## src/rtl/gpmc_pkg.sv

```systemverilog
// Shared types and helpers for the GPMC burst SRAM bridge: FSM encoding,
// byte-lane width and the WRAP/BURST_LEN-aware address increment.
package gpmc_pkg;

    typedef enum logic [1:0] {
        ST_IDLE   = 2'd0,
        ST_WR     = 2'd1,
        ST_RD_LAT = 2'd2,
        ST_RD     = 2'd3
    } state_t;

    function automatic int unsigned be_w(input int unsigned data_w);
        return data_w / 8;
    endfunction

    // Linear increment modulo 2^addr_w, or increment of the low bits only inside a burst_len block.
    function automatic logic [31:0] next_addr(input logic [31:0] addr,
                                              input int unsigned addr_w,
                                              input int unsigned burst_len,
                                              input bit          wrap);
        logic [31:0] amask;
        logic [31:0] bmask;
        logic [31:0] inc;
        amask = (addr_w >= 32) ? 32'hFFFF_FFFF : ((32'd1 << addr_w) - 32'd1);
        bmask = 32'(burst_len) - 32'd1;
        inc   = addr + 32'd1;
        if (wrap)
            return ((addr & ~bmask) | (inc & bmask)) & amask;
        return inc & amask;
    endfunction

endpackage

```

## src/rtl/gpmc_burst_addr_gen.sv

```systemverilog
// Burst address register: loads on address phase, steps with linear or
// wrapping increment. addr_inc is the combinational successor of addr.
module gpmc_burst_addr_gen
    import gpmc_pkg::*;
#(
    parameter int unsigned ADDR_W    = 11,
    parameter int unsigned BURST_LEN = 4,
    parameter int unsigned WRAP      = 0
) (
    input  logic              clk,
    input  logic              rst_n,
    input  logic              load,
    input  logic [ADDR_W-1:0] load_addr,
    input  logic              inc,
    output logic [ADDR_W-1:0] addr,
    output logic [ADDR_W-1:0] addr_inc
);

    assign addr_inc = ADDR_W'(next_addr(32'(addr), ADDR_W, BURST_LEN, WRAP != 0));

    always_ff @(posedge clk or negedge rst_n) begin
        if (!rst_n)
            addr <= '0;
        else if (load)
            addr <= load_addr;
        else if (inc)
            addr <= addr_inc;
    end

endmodule

```

## src/rtl/gpmc_burst_sram_ctrl.sv

```systemverilog
// GPMC synchronous AD-muxed slave bridging to a block RAM port, with burst
// read/write and fixed read latency. Optional host WAIT via GPMC_SRAM_WAIT_EN.
module gpmc_burst_sram_ctrl
    import gpmc_pkg::*;
#(
    parameter int unsigned DATA_W    = 16,
    parameter int unsigned ADDR_W    = 11,
    parameter int unsigned BURST_LEN = 4,
    parameter int unsigned WRAP      = 0,
    parameter int unsigned RD_LAT    = 1
) (
    input  logic                  GPMC_CLK,
    input  logic                  RST_N,
    input  logic [DATA_W-1:0]     GPMC_AD_IN,
    output logic [DATA_W-1:0]     GPMC_AD_OUT,
    output logic                  GPMC_AD_OE,
    input  logic                  GPMC_CS,
    input  logic                  GPMC_ADV,
    input  logic                  GPMC_OE,
    input  logic                  GPMC_WE,
    input  logic [DATA_W/8-1:0]   GPMC_BE,
    output logic                  GPMC_WAIT,
    output logic                  a_ena,
    output logic [DATA_W/8-1:0]   a_wr,
    output logic [ADDR_W-1:0]     a_addr,
    output logic [DATA_W-1:0]     a_din,
    input  logic [DATA_W-1:0]     a_dout
);

    localparam int unsigned BE_W  = be_w(DATA_W);
    localparam int unsigned CNT_W = 2;

    state_t              state, state_next;
    logic [CNT_W-1:0]    cnt, cnt_next, cnt_inc;
    logic [ADDR_W-1:0]   addr, addr_inc;
    logic                addr_load, addr_step;

    logic [DATA_W-1:0]   ad_out_next;
    logic                ad_oe_next, wait_next, a_ena_next;
    logic [BE_W-1:0]     a_wr_next;
    logic [ADDR_W-1:0]   a_addr_next;
    logic [DATA_W-1:0]   a_din_next;

    assign cnt_inc = cnt + CNT_W'(1);

    gpmc_burst_addr_gen #(
        .ADDR_W    (ADDR_W),
        .BURST_LEN (BURST_LEN),
        .WRAP      (WRAP)
    ) u_addr_gen (
        .clk       (GPMC_CLK),
        .rst_n     (RST_N),
        .load      (addr_load),
        .load_addr (GPMC_AD_IN[ADDR_W-1:0]),
        .inc       (addr_step),
        .addr      (addr),
        .addr_inc  (addr_inc)
    );

    always_ff @(posedge GPMC_CLK or negedge RST_N) begin
        if (!RST_N) begin
            state <= ST_IDLE;
            cnt   <= '0;
        end else begin
            state <= state_next;
            cnt   <= cnt_next;
        end
    end

    // Address phase (CS=0, ADV=0) restarts from any state; CS high always returns to IDLE.
    always_comb begin
        state_next = state;
        cnt_next   = '0;
        if (GPMC_CS) begin
            state_next = ST_IDLE;
        end else if (!GPMC_ADV) begin
            state_next = GPMC_WE ? ST_RD_LAT : ST_WR;
        end else if (state == ST_RD_LAT) begin
            cnt_next = cnt_inc;
            if (cnt_inc == CNT_W'(RD_LAT))
                state_next = ST_RD;
        end
    end

    always_comb begin
        ad_out_next = GPMC_AD_OUT;
        ad_oe_next  = 1'b0;
        a_ena_next  = 1'b0;
        a_wr_next   = '0;
        a_addr_next = a_addr;
        a_din_next  = a_din;
        addr_load   = 1'b0;
        addr_step   = 1'b0;
        if (!GPMC_CS) begin
            if (!GPMC_ADV) begin
                addr_load = 1'b1;
                if (GPMC_WE) begin
                    a_ena_next  = 1'b1;
                    a_addr_next = GPMC_AD_IN[ADDR_W-1:0];
                end
            end else begin
                case (state)
                    ST_WR: begin
                        if (!GPMC_WE) begin
                            a_ena_next  = 1'b1;
                            a_wr_next   = ~GPMC_BE;
                            a_din_next  = GPMC_AD_IN;
                            a_addr_next = addr;
                            addr_step   = 1'b1;
                        end
                    end
                    ST_RD_LAT: begin
                        a_ena_next  = 1'b1;
                        a_addr_next = addr_inc;
                        addr_step   = 1'b1;
                    end
                    ST_RD: begin
                        a_ena_next  = 1'b1;
                        a_addr_next = addr_inc;
                        addr_step   = 1'b1;
                        ad_out_next = a_dout;
                        ad_oe_next  = GPMC_WE && !GPMC_OE;
                    end
                    default: ;
                endcase
            end
        end
`ifdef GPMC_SRAM_WAIT_EN
        wait_next = (state_next == ST_RD_LAT);
`else
        wait_next = 1'b0;
`endif
    end

    always_ff @(posedge GPMC_CLK or negedge RST_N) begin
        if (!RST_N) begin
            GPMC_AD_OUT <= '0;
            GPMC_AD_OE  <= 1'b0;
            GPMC_WAIT   <= 1'b0;
            a_ena       <= 1'b0;
            a_wr        <= '0;
            a_addr      <= '0;
            a_din       <= '0;
        end else begin
            GPMC_AD_OUT <= ad_out_next;
            GPMC_AD_OE  <= ad_oe_next;
            GPMC_WAIT   <= wait_next;
            a_ena       <= a_ena_next;
            a_wr        <= a_wr_next;
            a_addr      <= a_addr_next;
            a_din       <= a_din_next;
        end
    end

endmodule
```

## config.mk

```make
export PLATFORM = sky130hd
export DESIGN_NAME = gpmc_burst_sram_ctrl
export DESIGN_NICKNAME = d
export VERILOG_FILES = /design/src/rtl/gpmc_pkg.sv /design/src/rtl/gpmc_burst_addr_gen.sv /design/src/rtl/gpmc_burst_sram_ctrl.sv
export SDC_FILE = /design/constraint.sdc
export NUM_CORES = 1
export LEC_CHECK = 0
export ABC_CLOCK_PERIOD_IN_PS = 2350
export CAP_MARGIN = 20
export CORE_UTILIZATION = 34
export CTS_CLUSTER_SIZE = 12
export DETAILED_ROUTE_END_ITERATION = 7
export GPL_TIMING_DRIVEN = 1
export SETUP_SLACK_MARGIN = 0.3
export SLEW_MARGIN = 20
export SYNTH_ARGS = -nofsm -noshare
export SYNTH_HDL_FRONTEND = slang
export SYNTH_SLANG_ARGS = --single-unit
```

## constraint.sdc

```tcl
create_clock -name GPMC_CLK -period 2.35 [get_ports GPMC_CLK]
set_input_delay 0.47 -clock GPMC_CLK [delete_from_list [all_inputs] [get_ports GPMC_CLK]]
set_output_delay 0.47 -clock GPMC_CLK [all_outputs]
set_load 0.1 [all_outputs]
```

==> results of run 1 <==
[how the worst max path moves through the flow]
stage | to | cells past startpoint
2_1_floorplan | a_din[10] | 6
3_3_place_gp | a_addr[8] | 5
3_5_place_dp | a_addr[10] | 6
4_1_cts | a_addr[10] | 6
5_1_grt | GPMC_AD_OUT[14] | 6
6_report | GPMC_AD_OUT[0] | 6
[cell type report]
cell class / count / area share, %
tap: 105 / 3.31
timing repair buffer: 97 / 21.0
inverter: 7 / 0.977
sequential: 62 / 39.1
multi-input combinational: 171 / 31.2
clock inverter: 6 / 0.946
clock buffer: 10 / 3.47
[flip-flops by register name, summed over array words and instances (netlist names)]
signal,count
a_din,16
a_addr,11
state,2
a_wr,2
a_ena,1
cnt,2
GPMC_AD_OUT,16
u_addr_gen.addr,11
GPMC_AD_OE,1
[cell usage after synthesis (all sizes together), types with 2 or more instances]
master	instances
a211oi	2
a21o	4
a21oi	15
a221o	3
a22oi	4
a31oi	2
and3	4
buf	15
clkbuf	4
dfrtp	62
ha	2
inv	6
mux2	32
mux2i	3
nand2	20
nand2b	4
nand3	10
nand3b	2
nand4	4
nor2	8
nor2b	2
nor3	4
nor3b	2
nor4	4
o21ai	12
o221ai	3
o22a	2
o22ai	2
o311ai	2
or3	2
xnor2	3
xor2	5
[timing repair]
action,4_1_cts,5_1_grt
resized for setup,0,1
hold endpoints to repair,0,0
setup endpoints to repair,0,1
[metal layers]
layer  track usage [%]  part of all wire, %  vias up
li1                  -                    -     1107
met1              23.5                   47     1145
met2              25.2                   47       58
met3              3.59                  4.5        7
met4              5.43                  1.1        0
met5                 0                    0        -
[cell families (layout without fill, tap and decap cells)]
| family | after synthesis | count (layout) | synth area share (%) |
|---|---|---|---|
| buffers and inverters | 26 | 120 | 5.43 |
| adder cells (fa/ha/maj) | 2 | 2 | 0.848 |
| AO/OA/AOI/OAI | 56 | 56 | 12.6 |
| multiplexers | 35 | 35 | 13.2 |
| AND/OR/NAND/NOR | 69 | 69 | 12.8 |
| XOR/XNOR | 8 | 8 | 2.38 |
| flip-flops | 62 | 62 | 52.6 |
| other | 1 | 1 | 0.127 |
[report_power, final]
group / leakage [µW] / switching (µW) / total, µW / internal, µW
Combinational: 0.000924 / 1600 / 2090 / 498
Sequential: 0.000768 / 160 / 1440 / 1280
Clock: 0.0000841 / 444 / 849 / 405
[critical path, delay by kind of cell]
family / cells / cell delay [ps]
buffers and inverters: 2 / 750
AND/OR/NAND/NOR: 3 / 520
multiplexers: 1 / 360
[stage by stage]
| step | cell area, µm² | utilization, % | setup slack, ps |
|---|---|---|---|
| 2_1_floorplan | 2950 | - | 636 |
| 3_3_place_gp | 3790 | 45.7 | 138 |
| 3_5_place_dp | 3790 | 45.7 | 88.8 |
| 4_1_cts | 3970 | 47.8 | 438 |
| 5_1_grt | 3970 | 47.8 | 353 |
| 6_report | 3970 | 47.8 | 464 |
[layout by cell type (no fill, tap or decap), types with 4 or more instances in the layout]
cell / count
a21o_1: 4
a21oi_1: 15
a22oi_1: 4
and3_1: 4
buf_4: 57
clkbuf_8: 10
clkdlybuf4s50_1: 38
dfrtp_1: 62
inv_1: 5
mux2_2: 32
nand2_1: 18
nand3_1: 10
nand4_1: 4
nor2_1: 8
nor4_1: 4
o21ai_0: 12
xor2_1: 5
==> results.json, run 1 <==
{
  "die_w_um": 95.1,
  "ff2ff_setup_slack_ps": 670,
  "regArea_um2": 1550,
  "num_vias": 2317,
  "cts_buffers": 9,
  "multi_input_area_um2": 1240,
  "dieArea_um2": 9050,
  "regToRegStartpoint": "state[1]",
  "vias_per_cell": 5.06,
  "yosys_register_bits": 62,
  "arrival_ps": 2110,
  "synth_edf_count": 0,
  "rr_endpoint": "u_addr_gen.addr[3]",
  "rsz0062_at_grt": "false",
  "syn-num-nets": 301,
  "max_freq_mhz": 530,
  "clock_skew_ps": 9.26,
  "antenna_found_initial": 0,
  "max_cap_viol_count": 0,
  "critPathKind": "in -> reg",
  "drv_slew": 0,
  "worstPathCellList": "clkdlybuf4s50_1 > buf_4 > nand2_2 > nor2_1 > nand2_2 > mux2_2",
  "clk_pin_slew_ps": 70,
  "total_power_uw": 4380,
  "finalWirelength_mm": 7.16,
  "drc": 0,
  "slowest_stage": "clkdlybuf4s50_1",
  "cts_tree": "yes",
  "antenna_cells": 0,
  "syn_inst": 259,
  "die_h_um": 95.1,
  "setup_violations": 0,
  "crit_top_cell": "nand2_2",
  "yosysSeqAreaShare_pct": 52.6,
  "reg2reg_depth": 5,
  "routedWlPerCell_um": 15.6,
  "ys_types": 49,
  "dr.pass1.iters": 4,
  "leakage_uw": 0.00178,
  "post-route-period-util_pct": 80.2,
  "hpwl_mm": 5.02,
  "cts-root-buf": "clkbuf_8",
  "cts_setup_buffers": 0,
  "hold_violations": 0,
  "worst_pin_slew_ps": 548,
  "track_usage_pct": 16.6,
  "startpoint_type": "input port",
  "grt_max_degree": 63,
  "slowest_delay_ps": 530,
  "core_um2": 8300,
  "synth-async-reset-ratio_pct": 100,
  "synth_area_leaders": "dfrtp_1 53%, mux2_2 12%, a21oi_1 2.5%, nand2_1 2.3%, o21ai_0 2.0%",
  "port_buffers": 86,
  "gp_congestion": 0.874,
  "nNetsFinal": 390,
  "drt_iter0_markers": 161,
  "antenna_left": 0,
  "rows": 33,
  "cts_sinks": 62,
  "max_slew_margin_pct": 63.1,
  "grt_pass1_wl_mm": 11.4,
  "grt-ovfl-total": 0,
  "placed_cells": 442,
  "irDropWorstVdd_v": 0.000443,
  "cp-end-kind": "register",
  "fin_hold_ws_ps": 121,
  "synth.top_cell.area_share_pct": 52.6,
  "cts_hold_buf": 0,
  "final_cells": 458,
  "tns_ps": 0,
  "synth_largest_area_cell": "dfrtp_1",
  "clock_path_buffers": 2,
  "worstPathRequired_ps": 2570,
  "syn2layout_area_growth_pct": 34.6,
  "critPathMaxFanout": 17,
  "syn_area_um2": 2950,
  "syn_area_per_cell_um2": 11.4,
  "ios": 88,
  "powerDensity_nw_per_um2": 1100,
  "crit_path_start": "GPMC_ADV",
  "clk_latency_ps": 340,
  "htree_levels": 3,
  "hp-class": "in -> async",
  "outcome": "finished clean",
  "layout-drive-gt1-share_pct": 32.6,
  "synth_flop_cell": "dfrtp_1",
  "first_global_vias": 2260,
  "layout_min_cycle_time_ps": 1890,
  "start_util_pct": 35.5,
  "fillers": 793,
  "yosys_warnings": 0
}
No activity file was read; power rests on OpenSTA's default activity.
==> inputs of run 2 (changes only) <==
- ABC_CLOCK_PERIOD_IN_PS: 2350 -> 1600
- clock period: 2.35 -> 1.6 ns (I/O delays scaled with it)
==> results.json, run 2 (synthesis gave the netlist of run 1 again) <==
{
  "vias_per_cell": 5.04,
  "hp-class": "reg -> reg",
  "path_delay_family": "flip-flops",
  "cts_sinks": 62,
  "antenna_cells": 0,
  "finalWirelength_mm": 9.06,
  "clk_latency_ps": 350,
  "post-route-period-util_pct": 94.5,
  "clk_pin_slew_ps": 80,
  "grt_pass1_wl_mm": 13.7,
  "drt_iter0_markers": 194,
  "die_h_um": 95.1,
  "ios": 88,
  "antenna_left": 0,
  "nNetsFinal": 451,
  "dr.pass1.iters": 7,
  "track_usage_pct": 20.4,
  "num_vias": 2618,
  "final_cells": 519,
  "layout_common_cells": "55 x dfrtp_1, 53 x buf_12, 40 x buf_4, 35 x clkdlybuf4s50_1, 32 x mux2_4",
  "placed_cells": 465,
  "powerDensity_nw_per_um2": 1440,
  "worstPathRequired_ps": 1890,
  "hold_violations": 0,
  "irDropWorstVdd_v": 0.000766,
  "slowest_delay_ps": 410,
  "rsz0062_at_grt": "true",
  "outcome": "finished clean",
  "max_freq_mhz": 662,
  "cp-end-kind": "register",
  "antenna_found_initial": 0,
  "rows": 33,
  "total_power_uw": 8230,
  "htree_levels": 3,
  "die_w_um": 95.1,
  "port_buffers": 86,
  "drc": 0,
  "dieArea_um2": 9050,
  "first_global_vias": 2609,
  "critPathKind": "reg -> reg",
  "arrival_ps": 1800,
  "startpoint_type": "register",
  "cts_buffers": 9,
  "max_cap_viol_count": 0,
  "layout_min_cycle_time_ps": 1510,
  "leakage_uw": 0.00255,
  "layout-drive-gt1-share_pct": 53.9,
  "drv_slew": 0,
  "clock_skew_ps": 11.1,
  "cts_tree": "yes",
  "slowest_stage": "dfrtp_1",
  "worstPathCellList": "nand2b_4 > buf_4 > buf_6 > a21o_4 > buf_6 > nor3b_4 > a221o_1",
  "crit_top_cell": "buf_6",
  "hpwl_mm": 5.42,
  "critical_path_buf_inv_count": 3,
  "routedWlPerCell_um": 17.4,
  "gp_congestion": 0.890,
  "core_um2": 8300,
  "start_util_pct": 35.5,
  "ff2ff_setup_slack_ps": 90,
  "cts-root-buf": "clkbuf_8",
  "setup_violations": 0,
  "syn2layout_area_growth_pct": 93.6,
  "clock_path_buffers": 2,
  "biggestRegsByFlops": "GPMC_AD_OUT x16, a_din x16",
  "critPathMaxFanout": 7,
  "final_common_cell": "dfrtp_1",
  "grt_max_degree": 63,
  "grt-ovfl-total": 0
}
-- run 2: cell count changes in the layout (fill, tap and decap cells not counted), moves of 6 or more --
cell / before / now
a21oi_1: 15 / 8
a21oi_2: 0 / 6
buf_12: 1 / 53
buf_4: 57 / 40
buf_6: 0 / 17
dfrtp_1: 62 / 55
dfrtp_2: 0 / 7
mux2_2: 32 / 0
mux2_4: 0 / 32
o21ai_0: 12 / 1
o21ai_1: 0 / 6
-- run 2: timing repair --
item	CTS	global route
gates cloned	4	0
gates resized for setup	84	22
setup buffers	16	17
hold buffers	1	0
pin swaps	12	12
hold endpoints to repair	62	0
endpoints found under the setup margin	58	76
-- run 2: area by class of cell --
class | count | area, µm²
clock buffer | 9 | 124
clock inverter | 7 | 104
fill | 557 | 2590
inverter | 7 | 38.8
multi-input combinational | 171 | 1640
sequential | 62 | 1560
tap | 105 | 131
timing repair buffer | 158 | 2110
-- run 2: final timing paths --
path,end,from,cells past startpoint
worst max-delay path,u_addr_gen.addr[2],state[0],7
min in group asynchronous,GPMC_AD_OUT[6],RST_N,3
max in group asynchronous,u_addr_gen.addr[0],RST_N,3
worst min register to register,cnt[0],cnt[0],1
worst min-delay path,cnt[0],cnt[0],1
worst max register to register,u_addr_gen.addr[2],state[0],7
-- run 2: routing by layer --
| layer | track usage, % | share of wire (%) | vias to the layer above |
|---|---|---|---|
| li1 | - | - | 1238 |
| met1 | 27.5 | 44 | 1312 |
| met2 | 32.3 | 51 | 62 |
| met3 | 4.31 | 4.4 | 6 |
| met4 | 7.20 | 0.70 | 0 |
| met5 | 0 | 0 | - |
-- run 2: per-stage QoR --
step | TNS (ps) | util [%] | area, µm² | hold WS (ps) | worst slack, ps
4_1_cts | 0 | 65.9 | 5470 | 448 | 96.4
6_report | 0 | 68.8 | 5710 | 454 | 88.5
2_1_floorplan | 0 | - | 3080 | 24.4 | 39.5
3_5_place_dp | -16430 | 56.4 | 4680 | 363 | -389
3_3_place_gp | -15140 | 56.4 | 4680 | 363 | -351
5_1_grt | 0 | 68.8 | 5710 | 466 | 44.5
-- run 2: power breakdown --
group          internal, µW  switching, µW  total [µW]  leakage (µW)
combinational          1790           2570        4360       0.00168
sequential             1880            371        2260      0.000760
clock                   899            719        1620      0.000115
total                  4570           3660        8230       0.00255
